--- src/rtl/id_ex_issue_ctrl.sv ---
// ---------------------------------------------------------------------------
// id_ex_issue_ctrl
//
// Moves decoded instructions from the ID stage into the ID/EX pipeline
// register under a valid/ready handshake. Bubbles are inserted when the
// instruction sitting in EX is a load whose destination is read by the ID
// instruction (load-use hazard). A branch/jump flush from EX kills the
// ID-stage instruction.
//
// Parameters
//   PC_W           width of the PC carried alongside each instruction
//   BUBBLE_CYCLES  bubbles inserted per load-use hazard (1..3)
//
// Ports
//   clk, rst_n     rising-edge clock, asynchronous active-low reset
//   id_valid       ID holds a decoded instruction (id_decode, id_pc)
//   id_ready       ID/EX accepts the ID instruction this cycle (combinational)
//   id_decode      72-bit decode bundle from the decoder
//   id_pc          PC of the ID instruction
//   ex_valid       ex_decode/ex_pc hold a live instruction
//   ex_ready       EX consumes the current ID/EX contents this cycle
//   ex_decode      registered decode bundle
//   ex_pc          registered PC
//   flush          EX resolved a taken branch/jump; kill the ID instruction
//   stall_count    saturating count of hazard bubbles written
//
// Decode bundle layout:
//   InstType[71:69] rs[68:64] rt[63:59] rd[58:54] imm[53:22] EXTop[21:16]
//   NPCop[15:13] ALUsrc[12] ALUop[11:7] DMWe[6] DMsign[5] DMwidth[4:3]
//   RFWe[2] RFWsrc[1:0]
// ---------------------------------------------------------------------------
module id_ex_issue_ctrl #(
    parameter int PC_W          = 32,
    parameter int BUBBLE_CYCLES = 1
) (
    input  logic            clk,
    input  logic            rst_n,
    input  logic            id_valid,
    output logic            id_ready,
    input  logic [71:0]     id_decode,
    input  logic [PC_W-1:0] id_pc,
    output logic            ex_valid,
    input  logic            ex_ready,
    output logic [71:0]     ex_decode,
    output logic [PC_W-1:0] ex_pc,
    input  logic            flush,
    output logic [15:0]     stall_count
);

    typedef enum logic {
        RUN    = 1'b0,
        BUBBLE = 1'b1
    } state_t;

    // Bubbles still owed after the first one, loaded on hazard entry.
    localparam logic [1:0] BCNT_INIT = 2'(BUBBLE_CYCLES - 1);

    state_t     state_q, state_d;
    logic [1:0] bcnt_q, bcnt_d;

    logic [4:0] ex_rd;
    logic       ex_is_load;
    logic       hazard;
    logic       accept;
    logic       bubble_written;

    // A load is a register-file write sourced from data memory; rd=0 is
    // never a real destination, so it can never create a hazard.
    assign ex_rd      = ex_decode[58:54];
    assign ex_is_load = ex_valid & ex_decode[2] & (ex_decode[1:0] == 2'b01)
                        & (ex_rd != 5'd0);

    // rs and rt are both compared regardless of instruction type; a false
    // stall on an unused rt is cheaper than decoding operand usage here.
    assign hazard = id_valid & ex_is_load
                    & ((ex_rd == id_decode[68:64]) | (ex_rd == id_decode[63:59]));

    assign id_ready = (state_q == RUN) & ~hazard & ~flush & (~ex_valid | ex_ready);
    assign accept   = id_valid & id_ready;

    // Counted bubbles: the first one in RUN (hazard with EX draining) and
    // every BUBBLE-state cycle; a flush suppresses both.
    assign bubble_written = ~flush & (((state_q == RUN) & hazard & ex_ready)
                                      | (state_q == BUBBLE));

    // NOTE: every signal written here gets a default first so no path
    // leaves it unassigned, which would otherwise infer a latch.
    always_comb begin
        state_d = state_q;
        bcnt_d  = bcnt_q;
        if (flush) begin
            state_d = RUN;
            bcnt_d  = 2'd0;
        end else begin
            unique case (state_q)
                RUN: begin
                    if (hazard && ex_ready && (BUBBLE_CYCLES > 1)) begin
                        state_d = BUBBLE;
                        bcnt_d  = BCNT_INIT;
                    end
                end
                BUBBLE: begin
                    bcnt_d = bcnt_q - 2'd1;
                    if (bcnt_q == 2'd1) begin
                        state_d = RUN;
                    end
                end
                default: begin
                    state_d = RUN;
                    bcnt_d  = 2'd0;
                end
            endcase
        end
    end

    // NOTE: sequential state uses non-blocking assignments so every
    // register samples the pre-edge values of the others.
    always_ff @(posedge clk or negedge rst_n) begin
        if (!rst_n) begin
            state_q <= RUN;
            bcnt_q  <= 2'd0;
        end else begin
            state_q <= state_d;
            bcnt_q  <= bcnt_d;
        end
    end

    // NOTE: the payload is reset along with ex_valid so a reset mid-stream
    // leaves no stale instruction bits visible on ex_decode/ex_pc.
    always_ff @(posedge clk or negedge rst_n) begin
        if (!rst_n) begin
            ex_valid  <= 1'b0;
            ex_decode <= '0;
            ex_pc     <= '0;
        end else if (flush) begin
            // The EX instruction is older than the branch and survives if it
            // has not drained yet; otherwise the register empties.
            if (!ex_valid || ex_ready) begin
                ex_valid  <= 1'b0;
                ex_decode <= '0;
                ex_pc     <= '0;
            end
        end else if (accept) begin
            ex_valid  <= 1'b1;
            ex_decode <= id_decode;
            ex_pc     <= id_pc;
        end else if (ex_ready || !ex_valid) begin
            // Bubble: all-zero bundle clears RFWe and DMWe. PC is held.
            ex_valid  <= 1'b0;
            ex_decode <= '0;
        end
    end

    always_ff @(posedge clk or negedge rst_n) begin
        if (!rst_n) begin
            stall_count <= 16'd0;
        end else if (bubble_written && (stall_count != 16'hFFFF)) begin
            stall_count <= stall_count + 16'd1;
        end
    end

endmodule

--- config.mk ---
export PLATFORM = sky130hd
export DESIGN_NAME = id_ex_issue_ctrl
export DESIGN_NICKNAME = d
export VERILOG_FILES = /design/src/rtl/id_ex_issue_ctrl.sv
export SDC_FILE = /design/constraint.sdc
export NUM_CORES = 1
export LEC_CHECK = 0
export CORE_UTILIZATION = 39
export DETAILED_ROUTE_END_ITERATION = 10
export GPL_ROUTABILITY_DRIVEN = 0
export PLACE_DENSITY = 0.76
export SYNTH_ARGS = -nofsm -noshare
export SYNTH_HDL_FRONTEND = slang
export SYNTH_SLANG_ARGS = --single-unit
--- constraint.sdc ---
create_clock -name clk -period 2.3 [get_ports clk]
set_clock_uncertainty 0.05 [all_clocks]
set_input_delay 0.46 -clock clk [delete_from_list [all_inputs] [get_ports clk]]
set_output_delay 0.46 -clock clk [all_outputs]
set_load 0.02 [all_outputs]
==> results of run 1 <==
area by class of cell:
type	count	area (sq um)	share of cell area, %
multi-input cells	221	1727	20.26
clock inverters	13	190.2	2.232
clock buffers	19	452.9	5.316
flip-flops and latches	124	3103	36.42
well taps	172	215.2	2.526
inverters	35	131.4	1.542
repair buffers	265	2701	31.70
where the power goes:
group / leakage (nW) / internal, mW / switching (mW) / total [mW]
clock network: 0.302 / 1.88 / 0.986 / 2.86
logic: 1.96 / 0.551 / 0.467 / 1.02
registers: 1.66 / 2.31 / 0.0774 / 2.39
total: 3.92 / 4.74 / 1.53 / 6.27
sequential cells by signal (all words and copies together), names as in the netlist:
name	flops
bcnt_q	2
ex_decode	72
ex_pc	32
ex_valid	1
stall_count	16
state_q	1
worst max-delay path, delay by kind of cell:
family | cells | cell delay (ns)
buffers and inverters | 2 | 0.66
and+or+nand+nor | 2 | 0.28
xor gates and xnor gates | 1 | 0.12
AOI/OAI and AO/OA | 2 | 0.37
per-stage QoR:
stage / util, % / instances / area [sq um] / power (mW) / hold WS, ns
2_1_floorplan: - / 404 / 5062 / 2.814 / 0.1144
3_3_place_gp: 60.82 / 808 / 7675 / 3.382 / 0.4296
3_5_place_dp: 60.82 / 808 / 7675 / 3.403 / 0.4397
4_1_cts: 66.67 / 845 / 8413 / 6.307 / 0.01004
5_1_grt: 67.52 / 849 / 8521 / 6.515 / 0.01585
6_report: 67.52 / 849 / 8521 / 6.266 / -0.004470
worst max path at each step:
stage	startpoint	to	slack, ns	depth (start not counted)
after global placement	id_decode[68]	id_ready	-0.57	7
after detailed placement	id_decode[65]	id_ready	-0.61	7
after global routing	ex_decode[56]	id_ready	-0.14	7
after floorplan	ex_decode[55]	ex_pc[10]	0.19	7
after CTS	ex_decode[55]	id_ready	-0.11	7
final	id_decode[62]	id_ready	-0.10	7
per-layer routing:
| layer | wire length [um] | up-vias | part of all wire (%) | track usage [%] |
|---|---|---|---|---|
| met1 | 5570 | 2029 | 40 | 24.20 |
| met5 | 0 | - | 0 | 0 |
| li1 | - | 1936 | - | - |
| met4 | 277 | 0 | 2.0 | 8.547 |
| met3 | 1200 | 22 | 8.5 | 8.839 |
| met2 | 7008 | 167 | 50 | 35.79 |
placed cells by master (no fill, tap or decap), types with 2 or more instances in the layout:
cell type,netlist,layout
sky130_fd_sc_hd__xnor2_1,13,7
sky130_fd_sc_hd__clkinvlp_4,0,4
sky130_fd_sc_hd__nand2_1,40,40
sky130_fd_sc_hd__dlygate4sd2_1,0,7
sky130_fd_sc_hd__clkdlybuf4s50_1,0,221
sky130_fd_sc_hd__ha_1,2,2
sky130_fd_sc_hd__nand3_1,8,8
sky130_fd_sc_hd__buf_12,3,6
sky130_fd_sc_hd__dfrtp_1,124,124
sky130_fd_sc_hd__xor2_1,13,13
sky130_fd_sc_hd__clkinv_4,0,3
sky130_fd_sc_hd__nor4_1,2,2
sky130_fd_sc_hd__nand2b_1,2,2
sky130_fd_sc_hd__nor3_1,5,5
sky130_fd_sc_hd__mux2i_1,33,32
sky130_fd_sc_hd__or2_2,2,2
sky130_fd_sc_hd__a22o_1,72,72
sky130_fd_sc_hd__inv_1,35,35
sky130_fd_sc_hd__nand4_1,2,2
sky130_fd_sc_hd__clkbuf_16,0,20
sky130_fd_sc_hd__buf_4,1,22
sky130_fd_sc_hd__nor2_1,13,13
sky130_fd_sc_hd__xnor2_2,0,6
sky130_fd_sc_hd__bufinv_16,0,4
sky130_fd_sc_hd__buf_6,3,6
sky130_fd_sc_hd__clkbuf_8,0,2
what timing repair did:
action | 4_1_cts | 5_1_grt
cloned | 0 | 4
hold endpoints to repair | 0 | 0
resized for setup | 25 | 5
buffers inserted | 5 | 2
pin swaps | 12 | 6
setup endpoints to repair | 2 | 47
cell families (layout without fill, tap and decap cells):
family                   after synthesis  after routing  share of synthesized area (%)
adder cells (fa/ha/maj)                2              2                         0.4942
XOR/XNOR                              26             26                          4.498
AND/OR/NAND/NOR                       81             81                          7.291
AO/OA/AOI/OAI                         78             78                          13.47
flip-flops                           124            124                          61.30
buffers and inverters                 59            332                          6.204
multiplexers                          34             34                          6.747
==> reports/results.txt, run 1 <==
The run finished, with violations left. The final reports fail on negative hold slack, negative setup slack. In this run the horizontal extent of the chip is 115.9 um.

The data required time at the worst endpoint was 1.79 ns. The number of synthesized flops with an enable pin came out at 0. The final routed wire length divided by cell count came out at 16.56 um. The path class of the tightest hold or removal check is input port to async pin. The tools report the final wirelength as 14060 um. The worst hold-check slack came out at -0.004470 ns.

The core region is 12620 sq um. By instance count, the leading cell after synthesis is sky130_fd_sc_hd__dfrtp_1. The proportion of netlist area held by the largest area contributor was 61.30%.

Kind of capture point of the worst setup path: an output pin. The unique cell type count in the Yosys netlist was 34. Summed over all layers, the global routing overflow is 0. In the final design database the tool counted 775 nets. Per-instance average area after synthesis: 12.53 sq um. Among all flip-flop cells after synthesis, the most frequent one is sky130_fd_sc_hd__dfrtp_1.

Across all register-to-register paths, the minimum setup slack is -0.02 ns. The final-layout setup total negative slack was -0.1222 ns; the power density normalized to cell area was 735.3 nW/um^2. After clock tree synthesis, the clock-pin slew on the worst setup and hold paths is 0.06 ns.

Clock tree synthesis inserted a total of 17 buffers. In this run, post-CTS hold repair placed 0 buffers. The mean number of vias per cell is 4.893, and the highest net fanout along the worst path is 2.

In this run the deepest clock path goes through 2 buffers. Global routing used 21.36% of the available tracks. The final critical-path required period is 2.402 ns.

In the synthesized netlist the async set-or-reset flop fraction comes to 100.0%. In this run the critical register-to-register path is launched from ex_decode[57]. For this design the static power due to leakage is 3.925 nW. The mapped cell area came out at 5062 sq um. The critical path goes through clkdlybuf4s50_1, xnor2_2, nand2_1, o22ai_2, o2111ai_2, and3_1, buf_6. For the worst-skew pair, the clock arrives at the later sink with an insertion delay of 0.40 ns. The height of the chip was 115.9 um.

The initial utilization of the core area, before any placement, comes to 40.12%. The floorplan has 41 rows. Die area: 13440 sq um.

For the final worst setup slack, the log shows -0.1025 ns. The number of antenna diodes in the final layout is 0. The run gives 4 as the final count of hold timing violations.

After detailed routing, the number of remaining DRC violations is 0. Entering global routing, the biggest net connects 49 pins. The final max-slew violation count was 0; the global-route wire length before repair was 21550 um.

CTS built an H-tree with a depth of 4. In this run the tightest slew margin relative to its limit is 60.74%. Setup repair after global routing could not meet its margin everywhere.

The delay of the slowest cell on the worst path came out at 0.53 ns. The HPWL after detailed placement is 9872 um. The number of antenna violations at the first check in global routing was 0. Port buffering added 230 buffers.

Timing analysis after detailed placement gives a worst setup slack of -0.6067 ns. Sorting the synthesized cells by how often they occur yields sky130_fd_sc_hd__dfrtp_1 (124), sky130_fd_sc_hd__a22o_1 (72), sky130_fd_sc_hd__nand2_1 (40). Based on the critical path, the design can be clocked at up to 0.4162 GHz. The clock drives 124 sinks. The detailed-router iteration count before antenna repair came out at 4. Cell with the largest stage delay on the worst path: sky130_fd_sc_hd__clkdlybuf4s50_1. The arrival time of data at the critical path endpoint is 1.89 ns. After layout, the worst path uses 104.5% of the clock period. For this run, the number of Yosys warnings is 0. The relative area change from synthesis to final layout was 68.31%.

Number of global-route vias before repair: 4308. The critical path in this run is classified as input port to output pin. In the post-synthesis netlist, the biggest area contributors are sky130_fd_sc_hd__dfrtp_1 (61%), sky130_fd_sc_hd__a22o_1 (12%), sky130_fd_sc_hd__mux2i_1 (6.5%), sky130_fd_sc_hd__nand2_1 (3.0%), sky130_fd_sc_hd__inv_1 (2.6%).

The worst vdd rail ir drop came out at 0.0004795 V. CTS placed an instance of sky130_fd_sc_hd__clkbuf_16 at the clock tree root. The layout has 941 filler cells. Synthesis produced a netlist whose cell count is 404.

The routed layout has 4154 vias. In this run, the number of DRC markers left after iteration 0 of detailed routing was 158. The worst register-to-register path ends at stall_count[1].

STA classifies the critical path startpoint as an input port. The run gives 515 as the synthesized netlist net count. TritonCTS built the clock tree. The post-route netlist has 12.70% of its cells at a drive strength greater than 1. Across the run, the number of max-cap violations was 0. Sequential elements use 61.30% of the synthesized area. For the pin with the worst max-slew slack, the measured transition is 0.5888 ns. The cell accounting for the most synthesized area was sky130_fd_sc_hd__dfrtp_1. Pin placement for this block handled 231 I/O pins. The run gives 2 as the final-report setup violation count. Counting cells, the worst reg-to-reg path comes to 7. The detail route stage leaves a number of antenna-violating nets equal to 0. In this run, synthesis produced a sequential element count of 124.
Power figures use the tool's default switching activity.
==> run 2: changes to the inputs <==
- PLACE_DENSITY: 0.76 -> 0.78
==> run 2 against run 1 <==
Effect of this change: the flow finishes with violations (negative setup slack); clock-buffer cell count up 5; clock power down 20%; via count up 0.55%; critical endpoint unchanged; largest power group is now registers.
==> reports/results.txt, run 2 (same netlist as run 1, synthesis figures left out) <==
The run finished, with violations left. The checks that failed: negative setup slack. Setup violations remaining at the end of the flow were counted as 41. The net total in the final layout was 773; the number of antenna violations at the first check in global routing was 0. The arrival time of data at the critical path endpoint was 1.89 ns; the insertion delay of the later-clocked pin in the worst-skew pair was 0.41 ns. In this run the count of I/O pins placed on the die edge is 231.

The hold buffer count at CTS is 0. The number of cells on the worst reg-to-reg path is 12. The logs give -0.09 ns for the register-to-register setup slack and 4.325 mW for the internal power. The initial core utilization is 40.12%, and the net switching component of the power is 1.401 mW. The half-perimeter wire length after placement is 9485 um. For this design, the sink count on the clock tree is 124. Summed over all cells, the static leakage comes to 3.899 nW.

For this run, the top clock speed supported by timing is 0.4158 GHz. Final routed wire length divided by cell count: 16.86 um. The min-delay analysis places its worst path in the category input port to async pin. The tools report the headroom to the max-slew limit as 57.18%. Data on the critical path is required at its endpoint by 1.79 ns. The tools report the reg-to-reg critical path endpoint as ex_decode[46].

During placement, the flow inserted port buffers numbering 230. The worst path in the final design needs a cycle of 2.405 ns, including I/O delays and setup. Setup repair after global routing could not meet its margin everywhere.

Dividing the final minimum period by the clock period gives 104.6%. The initialized floorplan defines 41 standard-cell rows. The routed layout has 4177 vias. The relative area change from synthesis to final layout was 67.38%; the final non-filler cell area was 8473 sq um.

Combinational cells account for 18.2% of the total power. The type of the setup path with the least slack was flop to output pin. The DRC violation count after routing came out at 0.

TritonCTS built the clock tree. The floorplan step defined a die boundary enclosing 13440 sq um. Of all nets on the critical path, the largest fanout is 2. The tools report the critical path launch point type as a flop.

The switching part of the total was 24.47%; the clock network power share was 40.1%. The final cell count without fillers came out at 842. The worst-case IR drop observed on VDD is 0.0004261 V. The share of the core filled with cells was 67.14%; the height of the chip was 115.9 um.

The tools report the final max-slew violation count as 0. The number of antenna diodes in the final layout is 0. After detailed placement, the design holds a cell count of 804. The leading cell type in the layout, fill and taps excluded is sky130_fd_sc_hd__clkdlybuf4s50_1. The run gives 2 as the maximum count of clock buffers along a single path. The first global-routing pass estimated 21270 um of wire.

The logs give 0 for the final global-route overflow total and 4 for the number of H-tree levels. The floorplan step defined a core boundary enclosing 12620 sq um. The run gives 4314 as the number of global-route vias before repair.

Clock-pin slew was measured on the worst setup and hold paths at 0.05 ns. The number of DRC violations after detailed-routing iteration 0 was 191; the actual slew at the worst max-slew pin was 0.6422 ns. The total of max-cap violations is 0, and the proportion of layout cells with a drive suffix above 1 is 12.69%.

Before CTS, the worst setup slack after placement is -0.6405 ns. Global routing used 20.88% of the available tracks. Ranked by flip-flop count, first place goes to ex_decode.

Final worst setup slack: -0.1049 ns. In the layout the commonest cells are sky130_fd_sc_hd__clkdlybuf4s50_1 (219), sky130_fd_sc_hd__dfrtp_1 (123), sky130_fd_sc_hd__a22o_1 (72), sky130_fd_sc_hd__nand2_1 (40), sky130_fd_sc_hd__inv_1 (35). The start of the worst register-to-register path is ex_decode[56]. The kind of capture point of the worst setup path is an output pin.

The share of power burned in registers is 41.7%, and the final count of hold timing violations is 0. The run gives -2.631 ns as the final-layout setup total negative slack. After detailed placement, the total cell area comes to 7657 sq um. CTS placed an instance of sky130_fd_sc_hd__clkbuf_16 at the clock tree root. The TritonCTS buffer count was 17. The largest registers in the layout are ex_decode (72), ex_pc (32), stall_count (16). The flip-flop count of the largest register, all copies and words added was 72.

Chip width: 115.9 um. The maximum number of pins on one net before global-route repair is 125. In the routed layout, each cell is associated on average with a via count of 4.961. The post-route antenna net violation count was 0; the final wirelength was 14200 um.

The pre-antenna-repair detailed-routing pass consisted of 4 iterations. For this design the ratio of total power to cell area is 675.8 nW/um^2.
## run 2: cell count changes in the layout (fill, tap and decap cells not counted), moves of 3 or more
cell,delta
sky130_fd_sc_hd__clkinvlp_4,-4
sky130_fd_sc_hd__mux2i_2,+3
sky130_fd_sc_hd__bufinv_16,-4
sky130_fd_sc_hd__clkbuf_1,+3
sky130_fd_sc_hd__mux2i_1,-3
sky130_fd_sc_hd__buf_4,-6
sky130_fd_sc_hd__clkinv_4,-3
## run 2: cell type report
class	instances	area, sq um
clock inverter	3	15.01
tap	172	215.2
sequential	124	3104
inverter	35	131.4
multi-input combinational	222	1793
timing repair buffer	262	2723
clock buffer	24	491.7
fill	948	4146
## run 2: critical path: stages (launching register included)
cell                        delay, ns
sky130_fd_sc_hd__dfrtp_1         0.39
sky130_fd_sc_hd__or4_4           0.57
sky130_fd_sc_hd__o2111ai_4       0.20
sky130_fd_sc_hd__and3_4          0.21
sky130_fd_sc_hd__buf_6           0.11
## run 2: stage by stage
step | hold WS [ns] | power (mW)
6_report | 0.1101 | 5.726
5_1_grt | 0.1232 | 5.972
4_1_cts | 0.1401 | 5.733
3_5_place_dp | 0.4350 | 3.400
3_3_place_gp | 0.4296 | 3.379
2_1_floorplan | 0.1144 | 2.814
## run 2: how the worst max path moves through the flow
stage	startpoint	to	slack [ns]
after global placement	id_decode[64]	id_ready	-0.59
after global routing	ex_decode[56]	id_ready	-0.17
after floorplan	ex_decode[55]	ex_pc[10]	0.19
after CTS	ex_decode[55]	id_ready	-0.10
final	ex_decode[56]	id_ready	-0.10
after detailed placement	id_decode[59]	id_ready	-0.64
## run 2: metal layers
layer / global-route usage (%) / share of wire, %
met5: 0 / 0
met3: 6.433 / 6.7
met2: 35.99 / 52
met4: 10.00 / 2.2
met1: 23.57 / 40
## run 2: power by group through the flow
stage          logic (mW)  clock network (mW)  registers, mW
2_1_floorplan       0.242                   0           2.57
3_3_place_gp        0.966                   0           2.41
3_5_place_dp        0.983                   0           2.42
4_1_cts              1.00                2.35           2.39
5_1_grt              1.11                2.46           2.40
6_report             1.04                2.29           2.39
## run 2: what timing repair did
item                       4_1_cts  5_1_grt
resized for setup               29       15
pin swaps                        9        5
setup buffers                    4        3
gates cloned                     0        5
setup endpoints to repair        5      109
